File: config.mk
export PLATFORM = sky130hd
export DESIGN_NAME = convolution_3x3
export DESIGN_NICKNAME = d
export VERILOG_FILES = /design/src/rtl/conv_pkg.sv /design/src/rtl/convolution_3x3.sv
export SDC_FILE = /design/constraint.sdc
export NUM_CORES = 2
export LEC_CHECK = 0
export BUFFER_PORTS_ARGS = -buffer_cell sky130_fd_sc_hd__buf_2
export CORE_MARGIN = 3
export CORE_UTILIZATION = 64
export CTS_CLUSTER_SIZE = 10
export DETAILED_ROUTE_END_ITERATION = 8
export PLACE_DENSITY = 0.86
export RECOVER_POWER = 25
export SLEW_MARGIN = 20
export SYNTH_ARGS = -nofsm -noshare
export SYNTH_HDL_FRONTEND = slang
export SYNTH_SLANG_ARGS = --single-unit
File: constraint.sdc
create_clock -name clk_in -period 6.05 [get_ports clk_in]
set_input_delay 0 -clock clk_in [delete_from_list [all_inputs] [get_ports clk_in]]
set_output_delay 0 -clock clk_in [all_outputs]
set_load 0.005 [all_outputs]
File: src/rtl/conv_pkg.sv
// Shared types, widths and helpers for the 3x3 convolution stage.
package conv_pkg;

   localparam int unsigned PIX_W   = 8;
   localparam int unsigned KDIM    = 3;
   localparam int unsigned COEFF_W = 8;
   localparam int unsigned PROD_W  = 17;
   localparam int unsigned ACC_W   = 21;
   localparam int          MAX_SHIFT = 20;

   typedef logic [KDIM-1:0][PIX_W-1:0] pixel_col_t;
   typedef logic signed [KDIM-1:0][KDIM-1:0][COEFF_W-1:0] kernel_t;

   // Negative shifts mean "no shift"; anything past MAX_SHIFT saturates.
   function automatic logic [4:0] eff_shift(input logic signed [7:0] s);
      logic [4:0] r;
      if (s < 8'sd0) begin
         r = '0;
      end else if (int'(s) > MAX_SHIFT) begin
         r = 5'(MAX_SHIFT);
      end else begin
         r = s[4:0];
      end
      return r;
   endfunction

   function automatic logic [PIX_W-1:0] clamp_pix(input logic signed [ACC_W-1:0] v);
      logic [PIX_W-1:0] r;
      if (v < 0) begin
         r = '0;
      end else if (v > 21'sd255) begin
         r = '1;
      end else begin
         r = v[PIX_W-1:0];
      end
      return r;
   endfunction

endpackage

File: src/rtl/convolution_3x3.sv
// Streaming 3x3 convolution: sliding window, per-tap multiply, sum, shift and clamp.
// Four register stages; outputs hold between valid results.
module convolution_3x3
   import conv_pkg::*;
#(
   parameter int unsigned HCOUNT_W = 11,
   parameter int unsigned VCOUNT_W = 10
) (
   input  logic                clk_in,
   input  logic                rst_n_in,
   input  logic                data_valid_in,
   input  pixel_col_t          data_in,
   input  logic [HCOUNT_W-1:0] hcount_in,
   input  logic [VCOUNT_W-1:0] vcount_in,
   input  kernel_t             coeffs_in,
   input  logic signed [7:0]   shift_in,
   output logic                data_valid_out,
   output logic [PIX_W-1:0]    data_out,
   output logic [HCOUNT_W-1:0] hcount_out,
   output logic [VCOUNT_W-1:0] vcount_out
);

   logic [KDIM-1:0][KDIM-1:0][PIX_W-1:0]  window_q, window_d;
   kernel_t                               coeffs_q, coeffs_d;
   logic [KDIM-1:0][KDIM-1:0][PROD_W-1:0] prod_q, prod_d;
   logic signed [ACC_W-1:0]               sum_q, sum_d;

   logic                valid1_q, valid1_d, valid2_q, valid2_d, valid3_q, valid3_d;
   logic                valid_out_q, valid_out_d;
   logic signed [7:0]   shift1_q, shift1_d, shift2_q, shift2_d, shift3_q, shift3_d;
   logic [HCOUNT_W-1:0] hcount1_q, hcount1_d, hcount2_q, hcount2_d, hcount3_q, hcount3_d;
   logic [HCOUNT_W-1:0] hcount_out_q, hcount_out_d;
   logic [VCOUNT_W-1:0] vcount1_q, vcount1_d, vcount2_q, vcount2_d, vcount3_q, vcount3_d;
   logic [VCOUNT_W-1:0] vcount_out_q, vcount_out_d;
   logic [PIX_W-1:0]    data_out_q, data_out_d;

   logic signed [PROD_W-1:0] coef_ext, pix_ext;
   logic signed [ACC_W-1:0]  acc, shifted;

   // Stage 1: window shift plus per-beat capture of kernel, shift and coordinates.
   always_comb begin
      window_d  = window_q;
      coeffs_d  = coeffs_q;
      shift1_d  = shift1_q;
      hcount1_d = hcount1_q;
      vcount1_d = vcount1_q;
      valid1_d  = data_valid_in;
      if (data_valid_in) begin
         for (int unsigned r = 0; r < KDIM; r++) begin
            window_d[r][0] = window_q[r][1];
            window_d[r][1] = window_q[r][2];
            window_d[r][2] = data_in[r];
         end
         coeffs_d  = coeffs_in;
         shift1_d  = shift_in;
         hcount1_d = hcount_in;
         vcount1_d = vcount_in;
      end
   end

   // Stage 2: pixels are zero-extended so the multiply stays signed.
   always_comb begin
      prod_d    = prod_q;
      shift2_d  = shift2_q;
      hcount2_d = hcount2_q;
      vcount2_d = vcount2_q;
      valid2_d  = valid1_q;
      coef_ext  = '0;
      pix_ext   = '0;
      if (valid1_q) begin
         for (int unsigned r = 0; r < KDIM; r++) begin
            for (int unsigned c = 0; c < KDIM; c++) begin
               coef_ext     = PROD_W'($signed(coeffs_q[r][c]));
               pix_ext      = PROD_W'($signed({1'b0, window_q[r][c]}));
               prod_d[r][c] = coef_ext * pix_ext;
            end
         end
         shift2_d  = shift1_q;
         hcount2_d = hcount1_q;
         vcount2_d = vcount1_q;
      end
   end

   // Stage 3: sum of nine products.
   always_comb begin
      sum_d     = sum_q;
      shift3_d  = shift3_q;
      hcount3_d = hcount3_q;
      vcount3_d = vcount3_q;
      valid3_d  = valid2_q;
      acc       = '0;
      if (valid2_q) begin
         for (int unsigned r = 0; r < KDIM; r++) begin
            for (int unsigned c = 0; c < KDIM; c++) begin
               acc = acc + ACC_W'($signed(prod_q[r][c]));
            end
         end
         sum_d     = acc;
         shift3_d  = shift2_q;
         hcount3_d = hcount2_q;
         vcount3_d = vcount2_q;
      end
   end

   // Stage 4: shift, clamp and present.
   always_comb begin
      data_out_d   = data_out_q;
      hcount_out_d = hcount_out_q;
      vcount_out_d = vcount_out_q;
      valid_out_d  = valid3_q;
      shifted      = sum_q >>> eff_shift(shift3_q);
      if (valid3_q) begin
         data_out_d   = clamp_pix(shifted);
         hcount_out_d = hcount3_q;
         vcount_out_d = vcount3_q;
      end
   end

   always_ff @(posedge clk_in or negedge rst_n_in) begin
      if (!rst_n_in) begin
         window_q     <= '0;
         coeffs_q     <= '0;
         prod_q       <= '0;
         sum_q        <= '0;
         valid1_q     <= 1'b0;
         valid2_q     <= 1'b0;
         valid3_q     <= 1'b0;
         valid_out_q  <= 1'b0;
         shift1_q     <= '0;
         shift2_q     <= '0;
         shift3_q     <= '0;
         hcount1_q    <= '0;
         hcount2_q    <= '0;
         hcount3_q    <= '0;
         hcount_out_q <= '0;
         vcount1_q    <= '0;
         vcount2_q    <= '0;
         vcount3_q    <= '0;
         vcount_out_q <= '0;
         data_out_q   <= '0;
      end else begin
         window_q     <= window_d;
         coeffs_q     <= coeffs_d;
         prod_q       <= prod_d;
         sum_q        <= sum_d;
         valid1_q     <= valid1_d;
         valid2_q     <= valid2_d;
         valid3_q     <= valid3_d;
         valid_out_q  <= valid_out_d;
         shift1_q     <= shift1_d;
         shift2_q     <= shift2_d;
         shift3_q     <= shift3_d;
         hcount1_q    <= hcount1_d;
         hcount2_q    <= hcount2_d;
         hcount3_q    <= hcount3_d;
         hcount_out_q <= hcount_out_d;
         vcount1_q    <= vcount1_d;
         vcount2_q    <= vcount2_d;
         vcount3_q    <= vcount3_d;
         vcount_out_q <= vcount_out_d;
         data_out_q   <= data_out_d;
      end
   end

   assign data_valid_out = valid_out_q;
   assign data_out       = data_out_q;
   assign hcount_out     = hcount_out_q;
   assign vcount_out     = vcount_out_q;

endmodule

Word-level counts from Yosys, hierarchy flattened --
Cells that the tools add are included. W data, S select, Z words.
Storage, ports and cells: register bits 438, input port bits 128, output and inout bits 30, word-level logic and storage cells 70
Cells by class: add/sub/neg operators 8, $mul 9, order comparisons 4, shifts and indexed selects 1, multiplexer cells 4
Operators by type and width (count):
- $mul A8 B9 Y17 | 9
- $add A21 B17 Y21 | 4
- $add A20 B17 Y21 | 1
- $gt A21 B9 Y1 const B | 1
- $lt A21 B1 Y1 const B | 1
- $sshr A21 B5 Y21 | 1
- $add A19 B17 Y20 | 1
- $add A18 B17 Y19 | 1
- $add A17 B17 Y18 | 1
- $mux W8 | 2
- $mux W5 | 2
- $gt A8 B6 Y1 const B | 1
- $lt A8 B1 Y1 const B | 1

Logic depth before layout (Yosys ltp) --
depth after elaboration 8, mapped depth 19, mapped depth without buffers 18

Worst setup path before layout --
OpenSTA, ideal clock, no wires.
path kind reg-to-reg, from reg prod_q[104] (netlist bit), to reg sum_q[20], library setup time 136 ps, arrival 4541 ps, data required time 5914 ps, path slack 1373 ps, cell stages (with the launch flop) 17, path buffers 0, period minus slack after synthesis 4677 ps, cells stage by stage dfrtp_1 -> fa_1 -> fa_1 -> fa_1 -> inv_1 -> fa_1 -> inv_1 -> ha_1 -> fa_1 -> a211oi_1 -> nor4_1 -> nor2_1 -> o311ai_0 -> a311o_1 -> a21oi_1 -> xnor2_1 -> a21oi_1
On the way: word-level cells in the longest chain between the ends 3
RTL lines:
- start, declared | RTL line convolution_3x3.sv:25 | logic [KDIM-1:0][KDIM-1:0][PROD_W-1:0] prod_q, prod_d;
- start signal, assigned | RTL line convolution_3x3.sv:144 | prod_q <= prod_d;
- $add A21 B17 Y21 (3 in a row) | RTL line convolution_3x3.sv:95 | acc = acc + ACC_W'($signed(prod_q[r][c]));
- end signal, assigned | RTL line convolution_3x3.sv:145 | sum_q <= sum_d;
- end, declared | RTL line convolution_3x3.sv:26 | logic signed [ACC_W-1:0] sum_q, sum_d;
No other way between the ends. A chain may end at the register's enable or synchronous reset.

Worst setup path after layout --
Ends and elaborated chain as after synthesis.

==> results.json <==
{
  "fmax_ghz": 0.200,
  "clock-root-buffer": "clkbuf_16",
  "syn_inst": 3930,
  "cp.required_ns": 6.53,
  "wl_per_cell_um": 18.5,
  "drt-total-wl_um": 92400,
  "die_h_um": 258,
  "status": "finished, violations left",
  "setup_ws_ns": 1.05,
  "ioPinCount": 158,
  "period_share_pct": 82.6,
  "rows": 91,
  "grt.overflow.total": 0,
  "h-tree-depth": 2,
  "diodes": 0,
  "preCtsSetupSlack_ns": 1.05,
  "syn_area_um2": 40600,
  "hold_end": "coeffs_q[37]$_DFFE_PN0P_",
  "cts.sinks": 438,
  "min_from": "coeffs_in[37]",
  "die_w_um": 258,
  "cts_tree": "yes",
  "path_class": "flip-flop to flip-flop",
  "r2r_end": "sum_q[20]$_DFFE_PN0P_",
  "coreArea_um2": 62200,
  "vias": 28512,
  "skew_ns": 0.0229,
  "grt_start_max_net_pins": 151,
  "ys_seq_area_share_pct": 27.0,
  "syn2layout_area_growth_pct": 10.6,
  "synth_xor_area_share_pct": 2.44,
  "clk_pin_slew_ns": 0.06,
  "synthMuxAreaShare_pct": 10.6,
  "clock_latency_ns": 0.63,
  "initial_core_util_pct": 65.3,
  "timing.rr.start": "prod_q[104]$_DFFE_PN0P_",
  "gp_congestion": 0.902,
  "synth_flop_cell": "dfrtp_1",
  "final_layout_size_suffix_gt1_share_pct": 14.0,
  "grt_pass1_wl_um": 155000,
  "multi_input_area_um2": 26400,
  "rsz0062_at_grt": "no",
  "drtIter0Drc": 1870,
  "cp.arrival_ns": 5.47,
  "violations": "max-capacitance violations, max-slew violations",
  "grt_usage_pct": 28.8,
  "synth_top_family_by_area": "adder cells",
  "hpwlAfterDp_um": 67000,
  "startpoint_type": "flip-flop",
  "hold_depth": 3,
  "portBuffers": 157,
  "synth_compound_area_share_pct": 5.62,
  "final_common_cell": "inv_1",
  "synthArstFlopShare_pct": 100,
  "ff_latch_area_um2": 11000,
  "cts_resized": 0,
  "cts-buffers-inserted": 55,
  "ys_seq_elements": 438,
  "worst_pin_slew_ns": 5.48,
  "drc": 0,
  "synth_cell_types": 69,
  "dr.pass1.iters": 5,
  "vias_per_cell": 5.70,
  "hp-class": "input pin to flip-flop",
  "cts_hold_buffers": 128,
  "clock_path_buffers": 3,
  "layout_common_cells": "inv_1, fa_1, dfrtp_1",
  "fp.dieArea_um2": 66400,
  "path_max_fanout": 4,
  "r2r_slack_ns": 1.05,
  "nets": 5129,
  "ys_warn_count": 0,
  "maxSlewViolCount": 247,
  "yosys.area_share.adder_pct": 35.0,
  "syn_avg_cell_area_um2": 10.3,
  "syn_nets": 4921,
  "tns_ns": 0,
  "min_period_ns": 5.00,
  "antenna_left": 0,
  "synthSimpleGateAreaFrac_pct": 11.3,
  "grt_pass1_vias": 30826,
  "maxCapViolations": 4,
  "fillCellCount": 4182,
  "finalHoldViolations": 0,
  "endpoint_kind": "flip-flop",
  "synth_edf_count": 0,
  "slew-limit-headroom_pct": -266,
  "r2r_cells": 16,
  "postCtsSetupBuffers": 0,
  "setup_violations": 0,
  "antenna_found_initial": 1
}
[stage by stage]
step | hold WS, ns | utilization (%) | instance area (um2) | std cells
after CTS | 0.00898 | 72.3 | 44900 | 5000
after global routing | 0.123 | 72.2 | 44900 | 5000
after floorplan | -0.296 | - | 40600 | 3930
after global placement | 0.0543 | 67.5 | 42000 | 4790
after detailed placement | 0.0564 | 67.5 | 42000 | 4790
final | 0.134 | 72.2 | 44900 | 5000
[area by class of cell]
| class | count | area share (%) |
|---|---|---|
| sequential | 438 | 24.4 |
| tap | 837 | 2.33 |
| clock inverter | 15 | 0.485 |
| clock buffer | 67 | 3.24 |
| inverter | 710 | 5.94 |
| timing repair buffer | 296 | 4.78 |
| multi-input combinational | 2637 | 58.8 |
[critical path, stage by stage, from the launching register on]
cell,delay (ns)
dfrtp_1,0.41
fa_1,0.59
fa_1,0.45
fa_1,0.54
inv_1,0.05
fa_1,0.47
inv_1,0.04
ha_1,0.22
fa_1,0.48
a211oi_1,0.31
nor4_1,0.10
nor2_1,0.24
o311ai_0,0.25
a311o_1,0.32
a21oi_1,0.17
xnor2_1,0.13
a21oi_1,0.08
[registers in the layout, summed over array words and instances (netlist names)]
signal          cells
vcount_out         10
coeffs_q           72
hcount3_q          11
hcount_out         11
prod_q            153
vcount3_q          10
vcount1_q          10
shift2_q            8
hcount1_q          11
vcount2_q          10
valid1_q            1
sum_q              21
valid2_q            1
data_out            8
shift1_q            8
hcount2_q          11
valid3_q            1
data_valid_out      1
window_q           72
shift3_q            8
[metal layers]
| metal | track usage [%] | wire [um] |
|---|---|---|
| met1 | 37.2 | 37900 |
| met2 | 49.4 | 45900 |
| met3 | 3.62 | 4680 |
| met4 | 12.1 | 3950 |
| met5 | 0 | 8 |
[synth_stat cells (9+ instances only)]
master    number  area (um2)
a211oi_1      12        90.1
a21o_1        32         240
a21oi_1      106         531
a31oi_1       14        87.6
and2_1       269        1680
clkbuf_1     133         499
dfrtp_1      438       11000
fa_1         455        9110
ha_1         408        5100
inv_1        710        2670
mux2_2       342        3850
mux2i_1       45         450
nand2_1      359        1350
nand2b_1      54         338
nand3_1       40         200
nor2_1        81         304
nor2b_1       20         125
nor3_1        34         170
o21a_1         9        67.6
o21ai_0      105         526
or3_1         23         144
xnor2_1       76         666
xor2_1        37         324
[worst max-delay path by stage]
stage | startpoint | endpoint | slack [ns]
after floorplan | prod_q[104]$_DFFE_PN0P_ | sum_q[20]$_DFFE_PN0P_ | 1.37
after global placement | prod_q[104]$_DFFE_PN0P_ | sum_q[20]$_DFFE_PN0P_ | 1.10
after detailed placement | prod_q[104]$_DFFE_PN0P_ | sum_q[20]$_DFFE_PN0P_ | 1.05
after CTS | prod_q[104]$_DFFE_PN0P_ | sum_q[20]$_DFFE_PN0P_ | 1.05
after global routing | prod_q[104]$_DFFE_PN0P_ | sum_q[20]$_DFFE_PN0P_ | 0.73
final | prod_q[104]$_DFFE_PN0P_ | sum_q[20]$_DFFE_PN0P_ | 1.05
[kinds of logic (layout without fill, tap and decap cells)]
group | Yosys count | after routing
adders and majority gates | 863 | 863
xor gates and xnor gates | 113 | 113
AOI/OAI and AO/OA | 360 | 360
buffers and inverters | 855 | 1088
and+or+nand+nor | 914 | 914
DFF | 438 | 438
muxes | 387 | 387
Power is left out: the tool's default activity adds up to more than one toggle a clock period on the data nets, which glitch-free logic cannot reach.
